===== src/rtl/mcore_util_pkg.sv =====
// rtl/mcore_util_pkg.sv - register map, control bit positions and state/mode types for the util fill engine
package mcore_util_pkg;

   localparam logic [7:0] UTIL_REG_ADDR    = 8'h00;
   localparam logic [7:0] UTIL_REG_CTRL    = 8'h04;
   localparam logic [7:0] UTIL_REG_LEN     = 8'h08;
   localparam logic [7:0] UTIL_REG_PATTERN = 8'h0C;
   localparam logic [7:0] UTIL_REG_STEP    = 8'h10;

   // CTRL write bits
   localparam int CTRL_START_BIT    = 0;
   localparam int CTRL_IRQ_EN_BIT   = 3;
   localparam int CTRL_DONE_CLR_BIT = 4;
   localparam int CTRL_MODE_BIT     = 8;

   // STAT read bits (same offset as CTRL)
   localparam int STAT_DONE_BIT = 0;
   localparam int STAT_BUSY_BIT = 1;
   localparam int STAT_ERR_BIT  = 2;

   typedef enum logic [1:0] {
      FILL_IDLE  = 2'd0,
      FILL_ISSUE = 2'd1,
      FILL_DRAIN = 2'd2
   } fill_state_t;

   typedef enum logic {
      FILL_MODE_CONST = 1'b0,
      FILL_MODE_INCR  = 1'b1
   } fill_mode_t;

endpackage


===== src/rtl/mcore_fill_issue.sv =====
// rtl/mcore_fill_issue.sv - beat counters, outstanding throttle and AW/W generation for the fill engine
// Ports:
//   i_clk, i_rst_n          clock, asynchronous active-low reset
//   i_clr                   start pulse: clears counters, loads base address and pattern
//   i_issue_en              engine may issue AW/W beats
//   i_cnt_en                engine accepts write responses
//   i_base_addr, i_len      first beat address, beat count
//   i_pattern, i_step       first beat data, per-beat increment
//   i_mode_incr             1 = incrementing data, 0 = constant data
//   o_aw_*, i_aw_ready      write address channel
//   o_w_*, i_w_ready        write data channel
//   i_b_valid               write response strobe (b_ready is tied high)
//   o_aw_all/o_w_all/o_b_all  all LEN beats issued / written / acknowledged
module mcore_fill_issue
   import mcore_util_pkg::*;
#(
   parameter int DATA_WIDTH      = 32,
   parameter int AXI_ADDR_WIDTH  = 32,
   parameter int LEN_WIDTH       = 16,
   parameter int MAX_OUTSTANDING = 4
) (
   input  logic                      i_clk,
   input  logic                      i_rst_n,
   input  logic                      i_clr,
   input  logic                      i_issue_en,
   input  logic                      i_cnt_en,
   input  logic [AXI_ADDR_WIDTH-1:0] i_base_addr,
   input  logic [LEN_WIDTH-1:0]      i_len,
   input  logic [DATA_WIDTH-1:0]     i_pattern,
   input  logic [DATA_WIDTH-1:0]     i_step,
   input  logic                      i_mode_incr,
   output logic                      o_aw_valid,
   input  logic                      i_aw_ready,
   output logic [AXI_ADDR_WIDTH-1:0] o_aw_addr,
   output logic                      o_w_valid,
   input  logic                      i_w_ready,
   output logic [DATA_WIDTH-1:0]     o_w_data,
   input  logic                      i_b_valid,
   output logic                      o_aw_all,
   output logic                      o_w_all,
   output logic                      o_b_all
);

   localparam int CNT_W = LEN_WIDTH + 1;
   localparam logic [CNT_W-1:0]          MAX_OUT  = CNT_W'(MAX_OUTSTANDING);
   localparam logic [AXI_ADDR_WIDTH-1:0] ADDR_INC = AXI_ADDR_WIDTH'(DATA_WIDTH / 8);

   logic [CNT_W-1:0]          r_aw_cnt;
   logic [CNT_W-1:0]          r_w_cnt;
   logic [CNT_W-1:0]          r_b_cnt;
   logic [AXI_ADDR_WIDTH-1:0] r_aw_addr;
   logic [DATA_WIDTH-1:0]     r_w_data;

   logic [CNT_W-1:0] w_len;
   logic [CNT_W-1:0] w_aw_lead;
   logic             w_aw_valid;
   logic             w_w_valid;
   logic             w_aw_fire;
   logic             w_w_fire;
   logic             w_b_fire;

   assign w_len = {1'b0, i_len};

   // Valids are pure functions of counters that only move on their own
   // handshake, so once raised they stay up until accepted.
   assign w_aw_valid = i_issue_en && (r_aw_cnt < w_len) && ((r_aw_cnt - r_b_cnt) < MAX_OUT);
   assign w_aw_fire  = w_aw_valid && i_aw_ready;
   // A data beat may go in the same cycle as its address, never before it.
   assign w_aw_lead  = r_aw_cnt + CNT_W'(w_aw_fire);
   assign w_w_valid  = i_issue_en && (r_w_cnt < w_len) && (r_w_cnt < w_aw_lead);
   assign w_w_fire   = w_w_valid && i_w_ready;
   // Responses beyond the issued count cannot belong to this run.
   assign w_b_fire   = i_cnt_en && i_b_valid && (r_b_cnt < r_aw_cnt);

   always_ff @(posedge i_clk or negedge i_rst_n) begin
      if (!i_rst_n) begin
         r_aw_cnt  <= '0;
         r_w_cnt   <= '0;
         r_b_cnt   <= '0;
         r_aw_addr <= '0;
         r_w_data  <= '0;
      end else if (i_clr) begin
         r_aw_cnt  <= '0;
         r_w_cnt   <= '0;
         r_b_cnt   <= '0;
         r_aw_addr <= i_base_addr;
         r_w_data  <= i_pattern;
      end else begin
         if (w_aw_fire) begin
            r_aw_cnt  <= r_aw_cnt + 1'b1;
            r_aw_addr <= r_aw_addr + ADDR_INC;
         end
         if (w_w_fire) begin
            r_w_cnt <= r_w_cnt + 1'b1;
            if (i_mode_incr) begin
               r_w_data <= r_w_data + i_step;
            end
         end
         if (w_b_fire) begin
            r_b_cnt <= r_b_cnt + 1'b1;
         end
      end
   end

   assign o_aw_valid = w_aw_valid;
   assign o_aw_addr  = r_aw_addr;
   assign o_w_valid  = w_w_valid;
   assign o_w_data   = r_w_data;
   assign o_aw_all   = (r_aw_cnt == w_len);
   assign o_w_all    = (r_w_cnt == w_len);
   assign o_b_all    = (r_b_cnt == w_len);

endmodule


===== src/rtl/mcore_util_fill.sv =====
// rtl/mcore_util_fill.sv - register-programmed AXI write fill engine (optional MCORE_UTIL_FILL_IRQ_EN)
// Ports:
//   aclk, aresetn                      clock, asynchronous active-low reset
//   mr_addra/mr_dina/mr_douta          register address, write data, registered read data
//   mr_ena, mr_wea                     access enable, byte write enables (any set = word write)
//   m_axi_aw_*                         write address channel
//   m_axi_w_*                          write data channel
//   m_axi_b_*                          write response channel
//   irq                                done & irq_en, only with MCORE_UTIL_FILL_IRQ_EN
module mcore_util_fill
   import mcore_util_pkg::*;
#(
   parameter int DATA_WIDTH      = 32,
   parameter int ADDR_WIDTH      = 32,
   parameter int AXI_ADDR_WIDTH  = 32,
   parameter int LEN_WIDTH       = 16,
   parameter int MAX_OUTSTANDING = 4
) (
   input  logic                      aclk,
   input  logic                      aresetn,
   input  logic [ADDR_WIDTH-1:0]     mr_addra,
   input  logic [DATA_WIDTH-1:0]     mr_dina,
   output logic [DATA_WIDTH-1:0]     mr_douta,
   input  logic                      mr_ena,
   input  logic [DATA_WIDTH/8-1:0]   mr_wea,
   output logic [AXI_ADDR_WIDTH-1:0] m_axi_aw_addr,
   output logic [2:0]                m_axi_aw_prot,
   output logic                      m_axi_aw_valid,
   input  logic                      m_axi_aw_ready,
   output logic [DATA_WIDTH-1:0]     m_axi_w_data,
   output logic [DATA_WIDTH/8-1:0]   m_axi_w_strb,
   output logic                      m_axi_w_valid,
   input  logic                      m_axi_w_ready,
   input  logic [1:0]                m_axi_b_resp,
   input  logic                      m_axi_b_valid,
`ifdef MCORE_UTIL_FILL_IRQ_EN
   output logic                      m_axi_b_ready,
   output logic                      irq
`else
   output logic                      m_axi_b_ready
`endif
);

   fill_state_t               r_state;
   fill_state_t               w_state_nxt;
   logic [AXI_ADDR_WIDTH-1:0] r_addr;
   logic [LEN_WIDTH-1:0]      r_len;
   logic [DATA_WIDTH-1:0]     r_pattern;
   logic [DATA_WIDTH-1:0]     r_step;
   fill_mode_t                r_mode;
   logic                      r_done;
   logic                      r_err;
   logic [DATA_WIDTH-1:0]     r_rdata;
   logic [DATA_WIDTH-1:0]     w_rd_data;

   logic [7:0] w_reg_addr;
   logic       w_wr;
   logic       w_rd;
   logic       w_start_go;
   logic       w_done_set;
   logic       w_done_clr;
   logic       w_busy;
   logic       w_issue_en;
   logic       w_aw_all;
   logic       w_w_all;
   logic       w_b_all;
   logic       w_unused_addr;

   assign w_reg_addr    = mr_addra[7:0];
   assign w_unused_addr = ^mr_addra[ADDR_WIDTH-1:8];
   assign w_wr          = mr_ena && (|mr_wea);
   assign w_rd          = mr_ena && !(|mr_wea);
   assign w_start_go    = w_wr && (w_reg_addr == UTIL_REG_CTRL) &&
                          mr_dina[CTRL_START_BIT] && (r_state == FILL_IDLE);
   // A zero-length start completes on the start edge without leaving IDLE.
   assign w_done_set    = ((r_state == FILL_DRAIN) && w_b_all) ||
                          (w_start_go && (r_len == '0));

`ifdef MCORE_UTIL_FILL_IRQ_EN
   logic r_irq_en;
   logic r_irq;
   assign w_done_clr = w_wr && (w_reg_addr == UTIL_REG_CTRL) && mr_dina[CTRL_DONE_CLR_BIT];
   assign irq        = r_irq;
`else
   assign w_done_clr = 1'b0;
`endif

   // FSM: state register
   always_ff @(posedge aclk or negedge aresetn) begin
      if (!aresetn) begin
         r_state <= FILL_IDLE;
      end else begin
         r_state <= w_state_nxt;
      end
   end

   // FSM: next state
   always_comb begin
      w_state_nxt = r_state;
      case (r_state)
         FILL_IDLE:  if (w_start_go && (r_len != '0)) w_state_nxt = FILL_ISSUE;
         FILL_ISSUE: if (w_aw_all && w_w_all)         w_state_nxt = FILL_DRAIN;
         FILL_DRAIN: if (w_b_all)                     w_state_nxt = FILL_IDLE;
         default:                                     w_state_nxt = FILL_IDLE;
      endcase
   end

   // FSM: outputs
   always_comb begin
      w_busy     = (r_state != FILL_IDLE);
      w_issue_en = (r_state == FILL_ISSUE);
   end

   // Register file and status
   always_ff @(posedge aclk or negedge aresetn) begin
      if (!aresetn) begin
         r_addr    <= '0;
         r_len     <= '0;
         r_pattern <= '0;
         r_step    <= '0;
         r_mode    <= FILL_MODE_CONST;
         r_done    <= 1'b0;
         r_err     <= 1'b0;
         r_rdata   <= '0;
`ifdef MCORE_UTIL_FILL_IRQ_EN
         r_irq_en  <= 1'b0;
         r_irq     <= 1'b0;
`endif
      end else begin
         // Configuration is frozen while a run is in flight.
         if (w_wr && !w_busy) begin
            case (w_reg_addr)
               UTIL_REG_ADDR:    r_addr    <= mr_dina[AXI_ADDR_WIDTH-1:0];
               UTIL_REG_LEN:     r_len     <= mr_dina[LEN_WIDTH-1:0];
               UTIL_REG_PATTERN: r_pattern <= mr_dina;
               UTIL_REG_STEP:    r_step    <= mr_dina;
               UTIL_REG_CTRL:    r_mode    <= fill_mode_t'(mr_dina[CTRL_MODE_BIT]);
               default: ;
            endcase
         end
`ifdef MCORE_UTIL_FILL_IRQ_EN
         if (w_wr && (w_reg_addr == UTIL_REG_CTRL)) begin
            r_irq_en <= mr_dina[CTRL_IRQ_EN_BIT];
         end
         r_irq <= r_done & r_irq_en;
`endif
         if (w_done_set) begin
            r_done <= 1'b1;
         end else if (w_start_go || w_done_clr) begin
            r_done <= 1'b0;
         end
         if (w_start_go) begin
            r_err <= 1'b0;
         end else if (w_busy && m_axi_b_valid && (m_axi_b_resp != 2'b00)) begin
            r_err <= 1'b1;
         end
         if (w_rd) begin
            r_rdata <= w_rd_data;
         end
      end
   end

   always_comb begin
      w_rd_data = '0;
      case (w_reg_addr)
         UTIL_REG_ADDR:    w_rd_data[AXI_ADDR_WIDTH-1:0] = r_addr;
         UTIL_REG_CTRL: begin
            w_rd_data[STAT_DONE_BIT] = r_done;
            w_rd_data[STAT_BUSY_BIT] = w_busy;
            w_rd_data[STAT_ERR_BIT]  = r_err;
            w_rd_data[CTRL_MODE_BIT] = r_mode;
`ifdef MCORE_UTIL_FILL_IRQ_EN
            w_rd_data[CTRL_IRQ_EN_BIT] = r_irq_en;
`endif
         end
         UTIL_REG_LEN:     w_rd_data[LEN_WIDTH-1:0] = r_len;
         UTIL_REG_PATTERN: w_rd_data = r_pattern;
         UTIL_REG_STEP:    w_rd_data = r_step;
         default: ;
      endcase
   end

   mcore_fill_issue #(
      .DATA_WIDTH      (DATA_WIDTH),
      .AXI_ADDR_WIDTH  (AXI_ADDR_WIDTH),
      .LEN_WIDTH       (LEN_WIDTH),
      .MAX_OUTSTANDING (MAX_OUTSTANDING)
   ) u_issue (
      .i_clk       (aclk),
      .i_rst_n     (aresetn),
      .i_clr       (w_start_go),
      .i_issue_en  (w_issue_en),
      .i_cnt_en    (w_busy),
      .i_base_addr (r_addr),
      .i_len       (r_len),
      .i_pattern   (r_pattern),
      .i_step      (r_step),
      .i_mode_incr (r_mode == FILL_MODE_INCR),
      .o_aw_valid  (m_axi_aw_valid),
      .i_aw_ready  (m_axi_aw_ready),
      .o_aw_addr   (m_axi_aw_addr),
      .o_w_valid   (m_axi_w_valid),
      .i_w_ready   (m_axi_w_ready),
      .o_w_data    (m_axi_w_data),
      .i_b_valid   (m_axi_b_valid),
      .o_aw_all    (w_aw_all),
      .o_w_all     (w_w_all),
      .o_b_all     (w_b_all)
   );

   assign mr_douta      = r_rdata;
   assign m_axi_aw_prot = 3'b000;
   assign m_axi_w_strb  = '1;
   assign m_axi_b_ready = 1'b1;

endmodule


===== config.mk =====
export PLATFORM = sky130hd
export DESIGN_NAME = mcore_util_fill
export DESIGN_NICKNAME = d
export VERILOG_FILES = /design/src/rtl/mcore_util_pkg.sv /design/src/rtl/mcore_fill_issue.sv /design/src/rtl/mcore_util_fill.sv
export SDC_FILE = /design/constraint.sdc
export NUM_CORES = 1
export LEC_CHECK = 0
export CAP_MARGIN = 40
export CORE_UTILIZATION = 52
export CTS_CLUSTER_SIZE = 10
export DETAILED_ROUTE_END_ITERATION = 10
export PLACE_DENSITY = 0.83
export SLEW_MARGIN = 30
export SYNTH_ARGS = -nofsm -noshare
export SYNTH_HDL_FRONTEND = slang
export SYNTH_SLANG_ARGS = --single-unit

===== constraint.sdc =====
create_clock -name aclk -period 6.5 [get_ports aclk]
set_input_delay 1.3 -clock aclk [delete_from_list [all_inputs] [get_ports aclk]]
set_output_delay 1.3 -clock aclk [all_outputs]
set_load 0.03 [all_outputs]

==> impl_metrics.csv <==
group,metric,value,unit
power_and_ir_drop,p_comb_share,7.6,%
power_and_ir_drop,sw_frac_of_total,24.0,%
global_routing,antenna_found_initial,0,
final_layout,synthToLayoutAreaGrowth,23.4,%
critical_path,rrSetupSlack,0.61,ns
route,via_per_inst,6.40,
final_layout,final_cell_area,19300,um2
hold_path,hp-class,"reg -> reg",
clocking,clock_latency,0.55,ns
floorplanning,core-area,29600,um2
global_routing,grt_pass1_wl,74900,um
floorplanning,die_h,175,um
clocking,clock_path_buffers,3,
floorplanning,rows,63,
critical_path,arrival,5.41,ns
timing,worst_slew_pin_slew,0.882,ns
final_layout,final_nets,1956,
route,drt-initial-drc-count,1484,
critical_path,r2r-start,"u_issue.r_aw_cnt[6]$_DFFE_PN0P_",
critical_path,ff2ff_path_depth,26,
hold_path,holdCritStartpoint,"mr_douta[27]$_DFFE_PN0P_",
timing,drv_slew,0,
logic_synthesis,synth_cells,1568,
place,port_buffers,149,
power_and_ir_drop,pwr-share-clk,43.0,%
logic_synthesis,synthArstFlopShare,100,%
hold_path,hold_depth,2,
final_layout,nFillCells,2158,
timing,period_needed,6.71,ns
global_routing,gr-total-overflow,0,
floorplanning,boundaryPins,182,
power_and_ir_drop,irDropWorstVdd,187,uV
final_layout,drive_gt1_share,18.0,%
final_layout,n_antenna_cell,0,
logic_synthesis,synth_edf_count,0,
power_and_ir_drop,intPower,2650,uW
run_status,violations,"setup timing",
route,drt_first_pass_iters,6,
route,via_count,13900,
logic_synthesis,ys_seq_area_share,42.3,%
place,dpl-instance-area,17900,um2
timing,skew,0.0143,ns
timing,setup_viol,1,
power_and_ir_drop,powerDensity,181,nW/um2
critical_path,crit_path_start_kind,"flip-flop",
logic_synthesis,yosysWarningCount,0,
logic_synthesis,ys_types,72,
clocking,cts_max_level,1,
power_and_ir_drop,seqPwrFrac,49.5,%
critical_path,r2r-end,"u_issue.o_w_data[12]$_DFFE_PN0P_",
global_routing,first_global_vias,13900,
power_and_ir_drop,power.switching,837,uW
timing,relSlewSlack,41.2,%
floorplanning,start_util,52.8,%
timing,fin_crit_sh,103,%
logic_synthesis,ys_seq_elements,264,
timing,whs,0.479,ns
clocking,clkTransAtPathRegs,0.06,ns
logic_synthesis,syn_area_per_cell,9.95,um2
global_routing,grt_max_degree,148,
route,drc,0,
flow_run,maxCapViolCount,0,
floorplanning,die_x,175,um
run_status,status,"finished, violations left",
place,pre_cts_slack,-0.140,ns
logic_synthesis,syn-cell-area,15600,um2
power_and_ir_drop,p_leak,0.00908,uW
route,drt-total-wl,47700,um
timing,rsz0062_at_grt,"true",
power_and_ir_drop,p_total,3480,uW
clocking,clockRootBuffer,"clkbuf_16",
place,dp_hpwl,32900,um
final_layout,mostFrequentLayoutCells,"260 x dfrtp_1, 147 x clkdlybuf4s50_1, 122 x nand2_1, 113 x mux2_2, 96 x nor2_1",
route,ant_nets,0,
global_routing,grtUsageTotal,30.7,%
clocking,cts_sinks,264,
clocking,cts_tree,"built",
timing,hold_viol,0,
route,wire_per_inst,22.0,um
timing,max_freq,149,MHz
place,routabilityCongestion,0.924,
floorplanning,die-area,30700,um2
final_layout,final_cells,2171,
timing,fin_ws,-0.215,ns
place,place_inst,2102,
clocking,cts_buffers,31,
logic_synthesis,synthFlopType,"dfrtp_1",
critical_path,required,5.20,ns
critical_path,crit_fanout,5,
final_layout,final_common_cell,"dfrtp_1",
critical_path,crit_type,"reg -> out",
critical_path,end_kind,"output port",
hold_path,min_to,"mr_douta[27]$_DFFE_PN0P_",
-- sequential cells by signal, summed over array words and instances (netlist names), 32 cells and up --
signal             cells
mr_douta              32
r_addr                32
r_pattern             32
r_step                32
u_issue.o_aw_addr     32
u_issue.o_w_data      32
-- how the worst max path moves through the flow --
stage                     to                       startpoint  cells after the start  slack (ns)
2_1_floorplan  m_axi_w_valid  u_issue.r_b_cnt[14]$_DFFE_PN0P_                     25        0.03
3_3_place_gp   m_axi_w_valid   u_issue.r_b_cnt[1]$_DFFE_PN0P_                     23        0.05
3_5_place_dp   m_axi_w_valid   u_issue.r_b_cnt[1]$_DFFE_PN0P_                     23       -0.14
4_1_cts        m_axi_w_valid   u_issue.r_b_cnt[8]$_DFFE_PN0P_                     23       -0.20
5_1_grt        m_axi_w_valid  u_issue.r_aw_cnt[4]$_DFFE_PN0P_                     23       -0.40
6_report       m_axi_w_valid  u_issue.r_aw_cnt[6]$_DFFE_PN0P_                     23       -0.21
-- Yosys cell counts, types with 17 or more instances --
cell / n / share of area [%]
a21o_1: 44 / 2.1
a21oi_1: 77 / 2.5
a221o_1: 19 / 1.2
a22oi_1: 37 / 1.8
a31oi_1: 17 / 0.68
and3_1: 34 / 1.4
clkbuf_1: 44 / 1.1
dfrtp_1: 264 / 42
ha_1: 102 / 8.2
inv_1: 63 / 1.5
mux2_2: 113 / 8.2
nand2_1: 124 / 3.0
nand3_1: 39 / 1.3
nand4_1: 19 / 0.76
nor2_1: 102 / 2.5
nor3_1: 19 / 0.61
o21ai_0: 96 / 3.1
or3_1: 20 / 0.80
xnor2_1: 46 / 2.6
xor2_1: 44 / 2.5
-- timing repair --
item / in CTS / in global routing
hold buffers: 0 / 0
pin swaps: 19 / 31
endpoints found under the setup margin: 1 / 1
setup buffers: 11 / 19
resized for setup: 34 / 40
-- logic make-up (layout without fill, tap and decap cells) --
kind of cell	count (synthesis)	count (layout)	share of synthesized area, %
AOI/OAI and AO/OA	415	415	18.2
xor gates and xnor gates	90	90	5.05
adders and majority gates	103	103	8.31
buffers and inverters	138	345	3.70
DFF	264	264	42.3
muxes	119	119	8.54
other	2	8	0.0481
and+or+nand+nor	437	437	13.8
-- critical path: stages (launching register included) --
cell and delay [ns]:
dfrtp_1 0.46, ha_4 0.30, buf_4 0.12, nand4_1 0.18
a21oi_4 0.21, o31ai_4 0.11, a221o_1 0.33, a221o_1 0.39
nor3_4 0.31, nand2_2 0.13, inv_4 0.09, ha_4 0.14
nand3_2 0.09, or3_4 0.41, nor2_4 0.12, xnor2_2 0.12
ha_1 0.27, nand2_1 0.07, nand2_1 0.06, a211o_1 0.34
nor2_2 0.16, o21ai_2 0.10, a21boi_4 0.21, buf_12 0.14
-- per-layer routing --
metal	track usage (%)	vias to the layer above	part of all wire (%)
met2	50.3	709	48
li1	-	6162	-
met4	13.7	0	4.2
met5	0	-	0
met3	5.61	146	8.0
met1	39.7	6876	40
-- cell type report --
type	count	area (um2)	area share (%)
Clock buffer	34	797	4.14
Clock inverter	3	18.8	0.0974
Inverter	65	248	1.29
Multi-Input combinational cell	1172	8810	45.8
Sequential cell	264	6610	34.3
Tap cell	390	488	2.53
Timing Repair Buffer	243	2290	11.9
-- through the flow --
step                utilization [%]  TNS, ns
floorplan                         -        0
global placement               60.2        0
detailed placement             60.4   -0.140
CTS                            64.0   -0.204
global route                   65.2   -0.402
finish                         65.2   -0.215
-- power by group through the flow --
stage | Clock, uW | Sequential, uW | Combinational, uW
final | 1500 | 1720 | 264
after global routing | 1570 | 1720 | 286
after CTS | 1510 | 1720 | 256
after detailed placement | 0 | 1750 | 247
after global placement | 0 | 1750 | 237
after floorplan | 0 | 1740 | 118
No activity file was read; power rests on OpenSTA's default activity.
